[config.mk]
export PLATFORM = sky130hd
export DESIGN_NAME = move_controller
export DESIGN_NICKNAME = d
export VERILOG_FILES = /design/src/rtl/move_controller.sv
export SDC_FILE = /design/constraint.sdc
export NUM_CORES = 1
export LEC_CHECK = 0
export BUFFER_PORTS_ARGS = -buffer_cell sky130_fd_sc_hd__buf_2
export CORE_AREA = 2 2 136 138
export DETAILED_ROUTE_END_ITERATION = 16
export DIE_AREA = 0 0 138 140
export GPL_TIMING_DRIVEN = 0
export PLACE_DENSITY = 0.62
export SYNTH_ARGS = -nofsm -noshare
export SYNTH_HDL_FRONTEND = slang
export SYNTH_SLANG_ARGS = --single-unit
export TNS_END_PERCENT = 10
[constraint.sdc]
create_clock -name clk -period 2.7 [get_ports clk]
set_clock_uncertainty 0.15 [all_clocks]
set_input_delay 0 -clock clk [delete_from_list [all_inputs] [get_ports clk]]
set_output_delay 0 -clock clk [all_outputs]
set_load 0.01 [all_outputs]
[src/rtl/move_controller.sv]
// Click sequencer for the chess board: turns synchronised mouse clicks into
// one-cycle pick/place commands, checks colour, legality and turn order.
module move_controller #(
  parameter int TIMEOUT = 16,
  parameter int MC_W    = 10
) (
  input  logic                    clk,
  input  logic                    rst,
  input  logic                    mouse_left,
  input  logic [5:0]              cursor_pos,
  input  logic                    cursor_on_board,
  input  logic [0:7][0:7][3:0]    board,
  input  logic [63:0]             possible_moves,
  input  logic                    moves_valid,
  output logic                    pick_piece,
  output logic                    place_piece,
  output logic [5:0]              figure_position,
  output logic                    turn,
  output logic [MC_W-1:0]         move_count,
  output logic                    illegal,
  output logic                    holding
);

  localparam int TW = (TIMEOUT > 1) ? $clog2(TIMEOUT) : 1;
  localparam logic [TW-1:0] TIMER_LAST = TW'(TIMEOUT - 1);

  typedef enum logic [2:0] {IDLE, PICK, WAIT_MOVES, HOLD, PLACE} state_t;

  state_t          state, state_d;
  logic            m1, m2, m3;
  logic [5:0]      origin, origin_d;
  logic [5:0]      fp_d;
  logic            turn_d;
  logic [MC_W-1:0] mc_d;
  logic            pick_d, place_d, illegal_d, holding_d;
  logic            mask_ok, mask_ok_d;
  logic [TW-1:0]   timer, timer_d;
  logic            click, own, legal;
  logic [3:0]      code;

  // White codes 1..6, black codes 7..12; empty and unused codes are never own.
  function automatic logic is_own(input logic [3:0] c, input logic side);
    if (side) is_own = (c >= 4'd7) && (c <= 4'd12);
    else      is_own = (c >= 4'd1) && (c <= 4'd6);
  endfunction

  assign code  = board[cursor_pos[5:3]][cursor_pos[2:0]];
  assign own   = is_own(code, turn);
  // Square p maps to mask bit 63-p, which for 6 bits is simply ~p.
  assign legal = possible_moves[~cursor_pos];
  assign click = m2 & ~m3 & cursor_on_board;

  // Synchroniser and edge-detect stage for the mouse button
  always_ff @(posedge clk or posedge rst) begin
    if (rst) begin
      m1 <= 1'b0;
      m2 <= 1'b0;
      m3 <= 1'b0;
    end else begin
      m1 <= mouse_left;
      m2 <= m1;
      m3 <= m2;
    end
  end

  always_comb begin
    state_d   = state;
    origin_d  = origin;
    fp_d      = figure_position;
    turn_d    = turn;
    mc_d      = move_count;
    pick_d    = 1'b0;
    place_d   = 1'b0;
    illegal_d = 1'b0;
    holding_d = holding;
    mask_ok_d = mask_ok;
    timer_d   = timer;
    case (state)
      IDLE: begin
        if (click && own) begin
          origin_d  = cursor_pos;
          fp_d      = cursor_pos;
          pick_d    = 1'b1;
          holding_d = 1'b1;
          state_d   = PICK;
        end
      end
      PICK: begin
        timer_d = '0;
        state_d = WAIT_MOVES;
      end
      WAIT_MOVES: begin
        if (moves_valid) begin
          mask_ok_d = 1'b1;
          state_d   = HOLD;
        end else if (timer == TIMER_LAST) begin
          // No mask arrived: only returning the piece to its origin is allowed.
          mask_ok_d = 1'b0;
          state_d   = HOLD;
        end else begin
          timer_d = timer + TW'(1);
        end
      end
      HOLD: begin
        if (click) begin
          if (cursor_pos == origin) begin
            fp_d    = origin;
            place_d = 1'b1;
            state_d = PLACE;
          end else if (mask_ok && legal) begin
            fp_d    = cursor_pos;
            place_d = 1'b1;
            turn_d  = ~turn;
            mc_d    = move_count + MC_W'(1);
            state_d = PLACE;
          end else begin
            illegal_d = 1'b1;
          end
        end
      end
      PLACE: begin
        holding_d = 1'b0;
        state_d   = IDLE;
      end
      default: state_d = IDLE;
    endcase
  end

  // Registered command/status stage
  always_ff @(posedge clk or posedge rst) begin
    if (rst) begin
      state           <= IDLE;
      origin          <= '0;
      figure_position <= '0;
      turn            <= 1'b0;
      move_count      <= '0;
      pick_piece      <= 1'b0;
      place_piece     <= 1'b0;
      illegal         <= 1'b0;
      holding         <= 1'b0;
      mask_ok         <= 1'b0;
      timer           <= '0;
    end else begin
      state           <= state_d;
      origin          <= origin_d;
      figure_position <= fp_d;
      turn            <= turn_d;
      move_count      <= mc_d;
      pick_piece      <= pick_d;
      place_piece     <= place_d;
      illegal         <= illegal_d;
      holding         <= holding_d;
      mask_ok         <= mask_ok_d;
      timer           <= timer_d;
    end
  end

endmodule

Yosys cells after proc, flatten, opt, wreduce, memory -nomap -nowiden
Cells that the tools add are included.
W data, S select, Z words.
- add/sub/neg operators: 2
- eq/ne operators: 12
- bitwise gates (word level): 8
- multiplexer cells: 38
- $lt $le $gt $ge: 7
- reduce and logical (&&, ||, !) cells: 16
- operators by type and width (kind ; count):
    $bmux W32 S3 ; 1
    $mux W32 ; 2
    $mux W6 ; 4
    $mux W3 ; 6
    $mux W4 ; 4
    $mux W1 ; 15
    $bmux W4 S3 ; 1
    $pmux W3 S4 ; 1
    $pmux W6 S2 ; 1
    $reduce_and A4 Y1 ; 3
    $add A10 B1 Y10 const B ; 1
    $ge A4 B4 Y1 const B ; 2
    $ne A2 B2 Y1 const B ; 4
    $not A3 Y4 ; 2
    $pmux W4 S2 ; 1
    $reduce_bool A2 Y1 ; 4
    $lt A6 B7 Y1 const B ; 1
    $bmux W1 S6 ; 1
    $eq A3 B2 Y1 const B ; 2
    $eq A6 B6 Y1 ; 1
    $ne A3 B3 Y1 const B ; 2
    $not A6 Y6 ; 1
    $reduce_and A2 Y1 ; 3
    $add A4 B1 Y4 const B ; 1
    13 further kinds ; 19
- flip-flop bits (word level): 38
- word-level logic and storage cells: 97
- output and inout port bits: 21
- input bits: 331

Depth between registers and ports, before layout
- depth in word-level cells: 13
- gate-level depth with buffers: 13

Worst setup path before layout
Ideal clock, no wire load.
- path kind: input to register
- start: input cursor_pos[3]
- end: register origin[0]
- path buffers: 4
- library setup time: 0.125 ns
- path slack: -0.425 ns
- required time: 2.425 ns
- data arrival time: 2.850 ns
- stages on the path: 12
- cell sequence: buf_6 > buf_6 > buf_4 > mux4_2 > a22oi_2 > nand4_1 > a22oi_2 > a211oi_1 > a311o_1 > or4_1 > buf_6 > mux2_4
- cells in the longest elaborated chain, start to end: 12
- ends and longest elaborated chain (item ; RTL line ; RTL):
    start, declared ; 10 ; input logic [5:0] cursor_pos,
    $not A3 Y4 (implied by the code) (*) ; 47 ; assign code = board[cursor_pos[5:3]][cursor_pos[2:0]];
    $bmux W32 S3 (*) ; 47 ;
    $mux W32 (implied by the code) (*) (2 in a row) ; 47 ;
    $bmux W4 S3 (*) ; 47 ;
    $mux W4 (implied by the code) (*) (2 in a row) ; 47 ;
    $ge A4 B1 Y1 (tied with other cells) ; 44 ; else is_own = (c >= 4'd1) && (c <= 4'd6);
    $logic_and A1 B1 Y1 (on tied branches) ; 44, 43 ;
    $mux W1 (*) ; 43 ; if (side) is_own = (c >= 4'd7) && (c <= 4'd12);
    $logic_and A1 B1 Y1 (*) ; 80 ; if (click && own) begin
    $reduce_and A2 Y1 (no line) (*) ; -- ;
    end signal, assigned ; 145 ; origin <= origin_d;
    end, declared ; 31 ; logic [5:0] origin, origin_d;
Every way passes the cells marked *; elsewhere a longest branch is shown, timed or not. The select of a mux whose other input is x is not followed.
A chain may end at the register's enable or synchronous reset.

Worst setup path in the final report
- start: input cursor_pos[5]
- end: register origin[5]
- cells in the longest elaborated chain, start to end: 12
- ends and longest elaborated chain (item ; RTL line):
    $not A3 Y4 (implied by the code) ; 47
    $bmux W32 S3 ; 47
    $mux W32 (implied by the code) (2 in a row) ; 47
    $bmux W4 S3 ; 47
    $mux W4 (implied by the code) (2 in a row) ; 47
    $ge A4 B1 Y1 (tied with other cells) ; 44
    $logic_and A1 B1 Y1 (on tied branches) ; 44, 43
    $mux W1 ; 43
    $logic_and A1 B1 Y1 ; 80
    $reduce_and A2 Y1 (no line) ; --
Several ways; a longest one is shown, not always the timed one. The select of a mux whose other input is x is not followed.

==> flow_summary.ini <==
[setup_path]
worstSetupPathType = input pin to register
reg2reg_depth = 8
worst_path_arrival_time_ns = 2.86
critPathMaxFanout = 10
crit_path_end_kind = register
r2r-start = origin[2]
critical_path.startpoint = cursor_pos[5]
worstSetupEndpoint = origin[5]
regToRegEndpoint = figure_position[5]
startpoint_type = input pin
worst-r2r-setup-slack_ns = 0.06
worst-endpoint-required_ns = 2.71

[flow_run]
maxCapViolCount = 0

[floorplan]
chipWidth_um = 138
core_area_um2 = 17800
die-area_um2 = 19300
die_height_um = 140
initial_core_util_pct = 26.1
io_pins = 352
placement_row_count = 49

[route]
route.detailed.drc = 0
drt.antenna.violating_nets = 0
wl_mm = 21.2
first_iter_violations = 253
wire_per_inst_um = 21.6
drtPass1Iterations = 4
dr_total_vias = 5134
via_per_inst = 5.23

[timing]
timing_max_transition_violations_final = 0
timing.slew.headroom_pct = 48.5
final.setup.worst_slack_ns = -0.153
tightest_slew_ns = 0.772
final-setup-viol-count = 12
highest_attainable_clock_frequency_ghz = 0.351
unrepaired_setup_endpoints_after_global_routing = yes
final-hold-violation-count = 0
fin_crit_ns = 2.85
final_min_period_over_clock_period_pct = 106

[pwr]
combinational_cell_fraction_of_total_power_pct = 46.5
power_frac_clock_pct = 22.9
worst_ir_drop_vdd_mv = 0.357
p_int_uw = 1890
power_leakage_uw = 0.00342
p_per_area_nw_per_um2 = 400
power.share.sequential_pct = 30.6
switching_share_pct = 33.9
power.net_switching_uw = 968

[global_route]
grt_antenna_before_repair = 5
globalRoute.totalOverflow = 0
groute.usage.overall_pct = 20.8
grt_start_max_net_pins = 39
via_count_of_the_first_global_routing_pass = 5344
global_route_wire_length_before_repair_mm = 31.1

[synthesis]
synth_edf_count = 0
ys_types = 59
synth.avg_cell_area_um2 = 12.4
syn-cell-area_um2 = 4650
synth_area_leaders = mux4_2 (29%), dfrtp_1 (20%), mux4_1 (12%)
syn_nets = 709
synth_top_area_share_pct = 29.1
yosysSeqAreaShare_pct = 20.5
dominantRegCellSynth = dfrtp_1
synthXorXnorAreaFrac_pct = 3.20
synth.area.mux_share_pct = 47.1
synth_largest_area_cell = mux4_2
post_synthesis_compound_gate_area_fraction_pct = 10.9
synth-adder-area-share_pct = 0.539
yosysWarnings = 0
synthesis.instances = 376
synth_seq_cells = 38
yosys.area_share.simple_pct = 11.9
proportion_of_register_bits_with_asynchronous_set_or_reset_after_synthesis_pct = 100
largest_family_of_logic_cells_by_synthesized_area = multiplexers

[place]
dp.cells = 953
portBuffers = 348
detailed_place_hpwl_mm = 18.1
post_dp_cell_area_um2 = 6690
place_ws_ns = -1.30
gpl.final_weighted_congestion = 0.868

[cts]
clock_tree.htree_level_count = 2
cts-buffers-inserted = 5
reg_clk_slew_reported_paths_ns = 0.06
tritoncts_num_sinks = 38
clk-insertion-delay-late_ns = 0.28
clockBufferDepth = 2
tritoncts = done
clk_root_buffer_cell = clkbuf_16

[run_status]
status = finished with violations
violations = setup timing

[layout]
multiInputGateArea_um2 = 3450
post_route_cells_drive_above_1_share_pct = 65.5
mostFrequentLayoutCell = buf_2
n_fill_cell = 1796
finish.cell_count_without_fillers = 982
post-route-cell-area_um2 = 7140
fin_util_pct = 40.2
final_cell_mix = buf_2 (349), mux4_2 (66), dfrtp_1 (38), nand2_1 (21), buf_4 (19)
finish.net_count = 1080
areaGrowthSynthToFinish_pct = 53.7
layout.area.seq_um2 = 951

[hold_path]
hold_class = input pin to register
==> synth_stat cells (all sizes together), types with 3 or more instances <==
cell and number:
and2 4, nor2 19, xor2 8, and3 4, dfrtp 38, nand4 4
o21ai 8, inv 7, nand2 21, or4 6, nor3 4, mux4 81
o2bb2a 4, a31oi 3, xnor2 9, or3b 3, mux2 9, a311oi 3
clkbuf 9, o311ai 6, a221oi 4, nand3b 5, mux2i 16, a22oi 6
o22ai 13, nand3 15, nand2b 6, buf 25, a21oi 7, o211ai 3
==> per-stage QoR <==
step	TNS, ns	total power, uW	hold WS (ns)
global route	-3.27	3050	0.0591
detailed placement	-23.45	2140	-0.0346
finish	-1.15	2850	0.0240
CTS	-1.34	2870	0.0312
global placement	-22.83	2110	-0.0309
floorplan	-2.49	1600	-0.119
==> worst max-delay path, cell delays in order <==
cell	delay (ns)
buf_2	0.09
buf_4	0.19
buf_6	0.19
clkbuf_4	0.27
nand3_1	0.22
o22ai_1	0.21
a211oi_1	0.08
a22oi_2	0.27
buf_4	0.15
or4_1	0.11
a21oi_2	0.07
or4_1	0.54
buf_6	0.17
mux2_4	0.29
==> worst min-delay path by stage <==
| stage | to | cells after the start | slack (ns) | start |
|---|---|---|---|---|
| after floorplan | m1 | 0 | -0.12 | mouse_left |
| after global placement | m1 | 1 | -0.03 | mouse_left |
| after detailed placement | m1 | 1 | -0.03 | mouse_left |
| after CTS | figure_position[0] | 3 | 0.03 | cursor_pos[0] |
| after global routing | figure_position[0] | 3 | 0.06 | cursor_pos[0] |
| final | figure_position[0] | 3 | 0.02 | cursor_pos[0] |
==> registers in the layout, indices dropped and copies added (netlist names) <==
register	flops
origin	6
mask_ok	1
m3	1
figure_position	6
move_count	10
state	3
illegal	1
m1	1
timer	4
pick_piece	1
holding	1
m2	1
turn	1
place_piece	1
==> layout make-up <==
cell class | count | share of cell area [%]
flip-flops and latches | 38 | 13.3
diodes | 5 | 0.175
clock inverters | 1 | 0.421
clock buffers | 7 | 1.86
multi-input cells | 296 | 48.3
repair buffers | 364 | 26.5
plain buffers | 34 | 5.01
inverters | 8 | 0.438
well taps | 229 | 4.01
==> timing repair <==
action | in CTS | in global routing
setup buffers | 12 | 0
gates resized for setup | 47 | 4
cloned | 1 | 0
setup endpoints to repair | 24 | 16
hold buffers | 3 | 0
pin swaps | 11 | 0
endpoints found under the hold margin | 42 | 0
==> logic make-up after synthesis <==
| logic type | after synthesis |
|---|---|
| buffers and inverters | 42 |
| AOI/OAI and AO/OA | 68 |
| DFF | 38 |
| xor gates and xnor gates | 17 |
| adders and majority gates | 2 |
| muxes | 106 |
| and+or+nand+nor | 103 |
==> layer usage <==
layer	GRT usage [%]	wire length [um]	vias to the layer above	share of wire, %
met5	0	0	-	0
met3	3.04	1290	20	6.1
li1	-	-	2338	-
met1	27.1	8640	2532	41
met2	36.9	11000	244	52
met4	4.40	293	0	1.4
==> power groups by stage <==
stage	clock network (uW)	logic, uW	registers [uW]
final	653	1330	872
after floorplan	0	715	883
after CTS	664	1330	869
after global routing	695	1450	901
after detailed placement	0	1270	876
after global placement	0	1240	873
No activity file was read; power rests on OpenSTA's default activity.
